===== config.mk =====
export PLATFORM = sky130hd
export DESIGN_NAME = adda_pipe
export DESIGN_NICKNAME = d
export VERILOG_FILES = /design/src/rtl/adda_pipe.sv
export SDC_FILE = /design/constraint.sdc
export NUM_CORES = 1
export LEC_CHECK = 0
export CAP_MARGIN = 20
export CORE_MARGIN = 10
export CORE_UTILIZATION = 35
export CTS_CLUSTER_DIAMETER = 50
export DETAILED_ROUTE_END_ITERATION = 7
export GPL_ROUTABILITY_DRIVEN = 0
export PLACE_DENSITY = 0.59
export SETUP_SLACK_MARGIN = 0.15
export SLEW_MARGIN = 20
export SYNTH_ARGS = -nofsm -noshare
export SYNTH_HDL_FRONTEND = slang
export SYNTH_SLANG_ARGS = --single-unit

===== constraint.sdc =====
create_clock -name clk -period 3.3 [get_ports clk]
set_input_delay 0.495 -clock clk [delete_from_list [all_inputs] [get_ports clk]]
set_output_delay 0.495 -clock clk [all_outputs]
set_load 0.05 [all_outputs]

===== src/rtl/adda_pipe.sv =====
// rtl/adda_pipe.sv - multichannel pipelined DQL = DQLN + (Y >> 2) adder with per-channel Y file
module adda_pipe #(
    parameter int DQLN_W   = 12,
    parameter int Y_W      = 13,
    parameter int CHANNELS = 4,
    parameter int SAT      = 0,
    parameter int Y_RST    = 544,
    localparam int CH_W    = (CHANNELS > 1) ? $clog2(CHANNELS) : 1
) (
    input  logic              clk,
    input  logic              reset,
    input  logic              in_valid,
    output logic              in_ready,
    input  logic [CH_W-1:0]   in_ch,
    input  logic [DQLN_W-1:0] in_dqln,
    input  logic              y_wr_en,
    input  logic [CH_W-1:0]   y_wr_ch,
    input  logic [Y_W-1:0]    y_wr_data,
    output logic              out_valid,
    input  logic              out_ready,
    output logic [CH_W-1:0]   out_ch,
    output logic [DQLN_W-1:0] out_dql,
    output logic              out_ovf
);

    logic [Y_W-1:0]    r_y [CHANNELS];

    logic              r_s1_valid;
    logic [CH_W-1:0]   r_s1_ch;
    logic [DQLN_W-1:0] r_s1_dqln;
    logic [Y_W-1:0]    r_s1_y;

    logic              r_s2_valid;
    logic [CH_W-1:0]   r_s2_ch;
    logic [DQLN_W-1:0] r_s2_dql;
    logic              r_s2_ovf;

    logic              w_s2_load;
    logic              w_in_fire;
    logic [Y_W-1:0]    w_y_rd;
    logic [DQLN_W:0]   w_sum;
    logic              w_ovf;
    logic [DQLN_W-1:0] w_dql;

    assign w_s2_load = !r_s2_valid || out_ready;
    assign in_ready  = !r_s1_valid || w_s2_load;
    assign w_in_fire = in_valid && in_ready;

    // Unmapped channel numbers match no entry and therefore read as zero.
    always_comb begin
        w_y_rd = '0;
        for (int c = 0; c < CHANNELS; c++) begin
            if (in_ch == CH_W'(c)) begin
                w_y_rd = r_y[c];
            end
        end
    end

    // One extra bit catches positive overflow; Y >> 2 is always non-negative.
    assign w_sum = {r_s1_dqln[DQLN_W-1], r_s1_dqln} + (DQLN_W+1)'(r_s1_y >> 2);
    assign w_ovf = w_sum[DQLN_W] ^ w_sum[DQLN_W-1];
    assign w_dql = ((SAT != 0) && w_ovf) ? {1'b0, {(DQLN_W-1){1'b1}}} : w_sum[DQLN_W-1:0];

    always_ff @(posedge clk) begin
        if (reset) begin
            for (int c = 0; c < CHANNELS; c++) begin
                r_y[c] <= Y_W'(Y_RST);
            end
        end else begin
            for (int c = 0; c < CHANNELS; c++) begin
                if (y_wr_en && (y_wr_ch == CH_W'(c))) begin
                    r_y[c] <= y_wr_data;
                end
            end
        end
    end

    always_ff @(posedge clk) begin
        if (reset) begin
            r_s1_valid <= 1'b0;
            r_s1_ch    <= '0;
            r_s1_dqln  <= '0;
            r_s1_y     <= '0;
        end else if (w_in_fire) begin
            r_s1_valid <= 1'b1;
            r_s1_ch    <= in_ch;
            r_s1_dqln  <= in_dqln;
            r_s1_y     <= w_y_rd;
        end else if (w_s2_load) begin
            r_s1_valid <= 1'b0;
        end
    end

    // Payload only changes on a real load, so outputs hold while stalled.
    always_ff @(posedge clk) begin
        if (reset) begin
            r_s2_valid <= 1'b0;
            r_s2_ch    <= '0;
            r_s2_dql   <= '0;
            r_s2_ovf   <= 1'b0;
        end else if (w_s2_load) begin
            r_s2_valid <= r_s1_valid;
            if (r_s1_valid) begin
                r_s2_ch  <= r_s1_ch;
                r_s2_dql <= w_dql;
                r_s2_ovf <= w_ovf;
            end
        end
    end

    assign out_valid = r_s2_valid;
    assign out_ch    = r_s2_ch;
    assign out_dql   = r_s2_dql;
    assign out_ovf   = r_s2_ovf;

endmodule

==> flow_summary.yaml, run 1 <==
status:
  status: "complete, no violations"
layout:
  seq_area_sq_um: 2162
  diodes: 0
  layout_common_cells: "80 x nand2_1, 48 x clkdlybuf4s50_1, 46 x a21oi_1"
  fillers: 1079
  multi_input_area_sq_um: 1667
  layout-drive-gt1-share_pct: 9.264
  final_common_cell: "nand2_1"
  final_nets: 462
  area_delta_synth_final_pct: 23.06
worst_setup_path:
  crit_buf_inv: 2
  required_ns: 2.80
  rr_worst_depth: 8
  worst-path-stages: 4
  crit_chain: "clkdlybuf4s50_1 > nor2b_1 > nand2_1 > clkdlybuf4s50_1"
  cp_common_cell: "clkdlybuf4s50_1"
  critPathLaunchType: "input port"
  end_kind: "output port"
  path_class: "input port to output port"
  critPathArrivalTime_ns: 1.97
  worstPathMaxFanout: 5
  crit_path_top_delay_cell: "clkdlybuf4s50_1"
  critPathTopFamily: "buffers and inverters"
  cpPeakStageDelay_ns: 0.71
die:
  io_pins: 51
  die_y_um: 126.1
  dieArea_sq_um: 15900
  rows: 38
  die_w_um: 126.1
  start_util_pct: 36.02
  core_sq_um: 10940
pwr:
  power_frac_seq_pct: 49.0
  switching_power_mw: 0.5826
  vdd_drop_max_v: 0.0002400
  power.density_nw_per_um2: 514.2
  combPwrFrac_pct: 12.1
  clkPwrFrac_pct: 38.9
  power_mw: 2.492
  p_leak_nw: 1.807
  internal_power_mw: 1.910
  netSwitchingFraction_pct: 23.38
clocking:
  cts_hold_buf: 0
  numCtsBuffers: 9
  clkLatencyLatePin_ns: 0.33
  clock-sinks: 86
  cts_buffer_depth: 2
  clk_pin_slew_ns: 0.06
  post-cts-setup-buffer-count: 0
  htree_levels: 3
  cts-root-buf: "clkbuf_16"
  ctsResizeCount: 0
  cts_tree: "yes"
timing:
  worstMarginPinSlew_ns: 0.8313
  tns_ns: 0
  fin_skew_ns: 0.006572
  rsz0062_at_grt: "false"
  period_needed_ns: 2.470
  max_freq_mhz: 404.9
  hold_ws_ns: 0.4489
  setup_viol: 0
  drv_slew: 0
  finalHoldViolCount: 0
  slew_headroom_pct: 44.38
  fin_crit_sh_pct: 74.85
drt:
  first_pass_iters: 4
  vias: 2743
  drc: 0
  wl_per_cell_um: 15.17
  vias_per_cell: 4.889
  drt-initial-drc-count: 190
  final_antenna_net_count: 0
  drt_wl_total_um: 8512
yosys:
  yosysWarnings: 0
  async_reset_ff_share_pct: 0
  synth_top_cell_by_area: "edfxtp_1"
  yosysTopAreaCellShare_pct: 33.55
  synth-seq-area-share_pct: 54.89
  netlist_instances: 372
  synth-edff-count: 44
  synth-seq-cells: 86
  synth_area_sq_um: 3939
  ys_types: 40
  synth_area_leaders: "edfxtp_1 34%, dfxtp_1 21%, nand2_1 7.6%, mux4_2 6.3%, a21oi_1 5.8%"
  avgSynthCellArea_sq_um: 10.59
  synth_fp_nets: 418
  synthFlopType: "edfxtp_1"
min_path:
  hold_depth: 2
  hold_path_class: "flip-flop to flip-flop"
place:
  portBuffers: 48
  hpwl_um: 5975
global_routing:
  grt_usage_pct: 10.81
  antenna_found_initial: 0
  grt_pass1_vias: 2892
  grt.overflow.total: 0
  grt_pass1_wl_um: 14100
  grt_max_degree: 43
run:
  drv_cap: 0
==> metal layers <==
layer  global-route usage (%)  part of all wire [%]
met5                        0                     0
met1                    12.51                    43
met4                    2.679                  0.85
met3                    3.817                   6.7
met2                    18.63                    50
==> synthesized netlist by cell type, drive strengths merged, types with 3 or more instances <==
| master | n |
|---|---|
| nand2 | 80 |
| a21oi | 47 |
| edfxtp | 44 |
| dfxtp | 42 |
| and2 | 29 |
| clkbuf | 21 |
| and3 | 11 |
| ha | 11 |
| mux4 | 11 |
| nand2b | 9 |
| nand3 | 8 |
| inv | 7 |
| nor2 | 7 |
| xnor2 | 6 |
| o21ai | 5 |
| nor3 | 4 |
| a211oi | 3 |
| a21o | 3 |
| nor2b | 3 |
| o211ai | 3 |
==> tightest hold or removal path, cell delays in order (launching register included) <==
cell	delay (ns)
dfxtp_1	0.31
nand2_1	0.05
a21oi_1	0.05
==> power by group through the flow <==
| stage | logic, mW | registers, mW | clock network [mW] |
|---|---|---|---|
| 4_1_cts | 0.307 | 1.22 | 0.986 |
| 5_1_grt | 0.335 | 1.23 | 1.03 |
| 2_1_floorplan | 0.168 | 1.27 | 0 |
| 3_5_place_dp | 0.305 | 1.24 | 0 |
| 6_report | 0.302 | 1.22 | 0.969 |
| 3_3_place_gp | 0.301 | 1.24 | 0 |
==> kinds of logic (layout without fill, tap and decap cells) <==
kind of cell	count (synthesis)	in the layout	synth area share [%]
AND/OR/NAND/NOR	157	157	19.31
flip-flops	86	86	54.89
AO/OA/AOI/OAI	70	70	11.15
buffers and inverters	29	78	2.796
adder cells (fa/ha/maj)	12	12	4.003
multiplexers	11	11	6.290
XOR/XNOR	7	7	1.557
==> per-stage QoR <==
step / utilization, % / instance area [sq um] / instances / worst slack, ns
4_1_cts: 44.32 / 4847 / 561 / 0.8267
3_3_place_gp: 41.73 / 4563 / 545 / 0.8289
2_1_floorplan: - / 3939 / 372 / 1.136
5_1_grt: 44.32 / 4847 / 561 / 0.7132
3_5_place_dp: 41.73 / 4563 / 545 / 0.8370
6_report: 44.32 / 4847 / 561 / 0.8301
==> path summary, 6_finish.rpt <==
kind                                   from                  endpoint  slack (ns)
setup / recovery                  out_ready                  in_ready        0.83
hold / removal     out_dql[10]$_SDFFE_PP0P_  out_dql[10]$_SDFFE_PP0P_        0.45
setup reg to reg  r_s1_dqln[0]$_SDFFE_PP0P_  out_dql[10]$_SDFFE_PP0P_        1.22
hold reg to reg    out_dql[10]$_SDFFE_PP0P_  out_dql[10]$_SDFFE_PP0P_        0.45
==> layout make-up <==
type                            count  area share, %
Clock inverter                      4         0.9809
Multi-Input combinational cell    257          34.38
Sequential cell                    86          44.60
Timing Repair Buffer               55          11.00
Clock buffer                       12          4.879
Inverter                            7         0.5421
Tap cell                          140          3.614
==> flip-flops by register name (all words and copies together) (netlist names) <==
register and flops:
r_y 44, out_dql 12, r_s1_dqln 12, r_s1_y 11, out_ch 2, r_s1_ch 2
out_ovf 1, out_valid 1, r_s1_valid 1
Note: power is estimated with default switching activity, not from simulation.
==> run 2: changes to the inputs <==
PLACE_DENSITY = 0.61   (was 0.59)
clock period = 2.2 ns   (was 3.3 ns; I/O delays follow)
==> run 2 against run 1 <==
Sequential power is 51% higher. Die area is the same. First-iteration DRC count fell by 27%. Worst hold slack hardly changed. Core utilization increased by 2.1 points. Sequential share of layout area down 2.0 points. Register-to-register slack worse by 0.99 ns. Via count up 1.2%. Total power grew 59%. Setup slack worse by 0.60 ns. Clock skew up 0.0013 ns. Routed wire length rose by 1.3%. Critical path type is now flip-flop to flip-flop. Largest cell class unchanged.
==> flow_summary.yaml, run 2 (synthesis results as in run 1) <==
layout:
  largest_register: "r_y"
  layout_common_cells: "79 x nand2_1, 47 x clkdlybuf4s50_1, 45 x a21oi_1"
  multi_input_area_sq_um: 1735
  layout-drive-gt1-share_pct: 15.05
  final_common_cell: "nand2_1"
  area_delta_synth_final_pct: 29.00
  post-route-util_pct: 46.46
  diodes: 0
  final_nets: 473
  fillers: 1033
  largest_reg_flops: 44
  seq_area_sq_um: 2167
worst_setup_path:
  critPathLaunchType: "flip-flop"
  required_ns: 2.48
  critPathArrivalTime_ns: 2.25
  path_class: "flip-flop to flip-flop"
  end_kind: "flip-flop"
  worstPathMaxFanout: 3
status:
  status: "complete, no violations"
pwr:
  vdd_drop_max_v: 0.0004536
  power.density_nw_per_um2: 781.0
  p_leak_nw: 1.906
place:
  hpwl_um: 6142
  portBuffers: 48
timing:
  fin_crit_sh_pct: 89.47
  max_freq_mhz: 508.1
  worstMarginPinSlew_ns: 0.5055
  setup_viol: 0
  tns_ns: 0
  fin_skew_ns: 0.007869
  drv_slew: 0
  finalHoldViolCount: 0
  rsz0062_at_grt: "false"
  period_needed_ns: 1.968
  slew_headroom_pct: 66.19
global_routing:
  grt_max_degree: 44
  grt.overflow.total: 0
  grt_pass1_vias: 2958
  grt_pass1_wl_um: 14500
  grt_usage_pct: 11.10
  antenna_found_initial: 0
die:
  core_sq_um: 10940
  io_pins: 51
  rows: 38
  dieArea_sq_um: 15900
  die_w_um: 126.1
  start_util_pct: 36.02
  die_y_um: 126.1
clocking:
  clkLatencyLatePin_ns: 0.34
  cts-root-buf: "clkbuf_16"
  cts_tree: "yes"
  clk_pin_slew_ns: 0.06
  clock-sinks: 86
  htree_levels: 3
  cts_buffer_depth: 2
  numCtsBuffers: 9
drt:
  vias: 2777
  vias_per_cell: 4.855
  drc: 0
  drt_wl_total_um: 8626
  drt-initial-drc-count: 138
  wl_per_cell_um: 15.08
  first_pass_iters: 5
  final_antenna_net_count: 0
run:
  drv_cap: 0
min_path:
  hold_path_class: "flip-flop to flip-flop"
==> run 2: cell count changes in the layout (fill, tap and decap cells not counted), moves of 2 or more <==
cell,before,now
dfxtp_1,42,38
clkbuf_8,0,2
buf_4,7,16
dfxtp_2,0,4
clkinvlp_2,2,0
clkbuf_1,3,1
buf_12,0,3
clkinv_2,0,2
ha_1,11,7
ha_4,0,3
==> run 2: what timing repair did <==
action,4_1_cts,5_1_grt
hold buffers,0,0
buffers inserted,0,1
pin swaps,0,10
endpoints found under the setup margin,2,4
gates resized for setup,1,14
==> run 2: worst max-delay path, cell delays in order, from the launching register on <==
cell	delay [ns]
dfxtp_1	0.34
ha_2	0.22
fa_2	0.25
a211oi_2	0.08
o21a_2	0.26
a221oi_4	0.29
o21ai_2	0.11
a211o_1	0.30
nand3_1	0.06
==> run 2: report_power, final <==
group / switching [mW] / internal, mW / leakage [nW]
clock network: 0.585 / 1.05 / 0.163
logic: 0.265 / 0.231 / 0.965
registers: 0.0436 / 1.79 / 0.779
total: 0.893 / 3.08 / 1.91
==> run 2: through the flow <==
step	hold slack [ns]	power [mW]	setup slack (ns)	instances	area (sq um)
after floorplan	0.4322	2.150	0.1833	372	3941
after global placement	0.4392	2.336	0.1606	555	4676
after detailed placement	0.4445	2.348	0.1197	555	4676
after CTS	0.4510	3.986	0.1621	571	5007
after global routing	0.4740	4.133	0.1535	572	5081
final	0.4491	3.969	0.2318	572	5081
==> run 2: metal layers <==
| metal | up-vias | track usage, % | part of all wire, % |
|---|---|---|---|
| li1 | 1419 | - | - |
| met1 | 1295 | 13.34 | 46 |
| met5 | - | 0 | 0 |
| met3 | 11 | 3.230 | 4.3 |
| met4 | 0 | 3.416 | 1.1 |
| met2 | 52 | 18.72 | 49 |
==> run 2: path summary, 6_finish.rpt <==
check                                from                      end  depth (start not counted)  slack (ns)
hold / removal    out_dql[7]$_SDFFE_PP0P_  out_dql[7]$_SDFFE_PP0P_                          2        0.45
setup / recovery   r_s1_y[2]$_SDFFE_PP0P_     out_ovf$_SDFFE_PP0P_                          8        0.23
hold reg to reg   out_dql[7]$_SDFFE_PP0P_  out_dql[7]$_SDFFE_PP0P_                          2        0.45
setup reg to reg   r_s1_y[2]$_SDFFE_PP0P_     out_ovf$_SDFFE_PP0P_                          8        0.23
==> run 2: final cells by class <==
type | instances | share of cell area (%)
multi-input cells | 257 | 34.15
repair buffers | 66 | 12.80
clock buffers | 12 | 5.048
clock inverters | 4 | 1.379
flip-flops and latches | 86 | 42.65
inverters | 7 | 0.5171
well taps | 140 | 3.447
==> run 3: changes to the inputs <==
HOLD_SLACK_MARGIN = 0.05   (was unset)
==> results of run 3 <==
The final DEF is identical to that of run 2; final timing and power are the same.
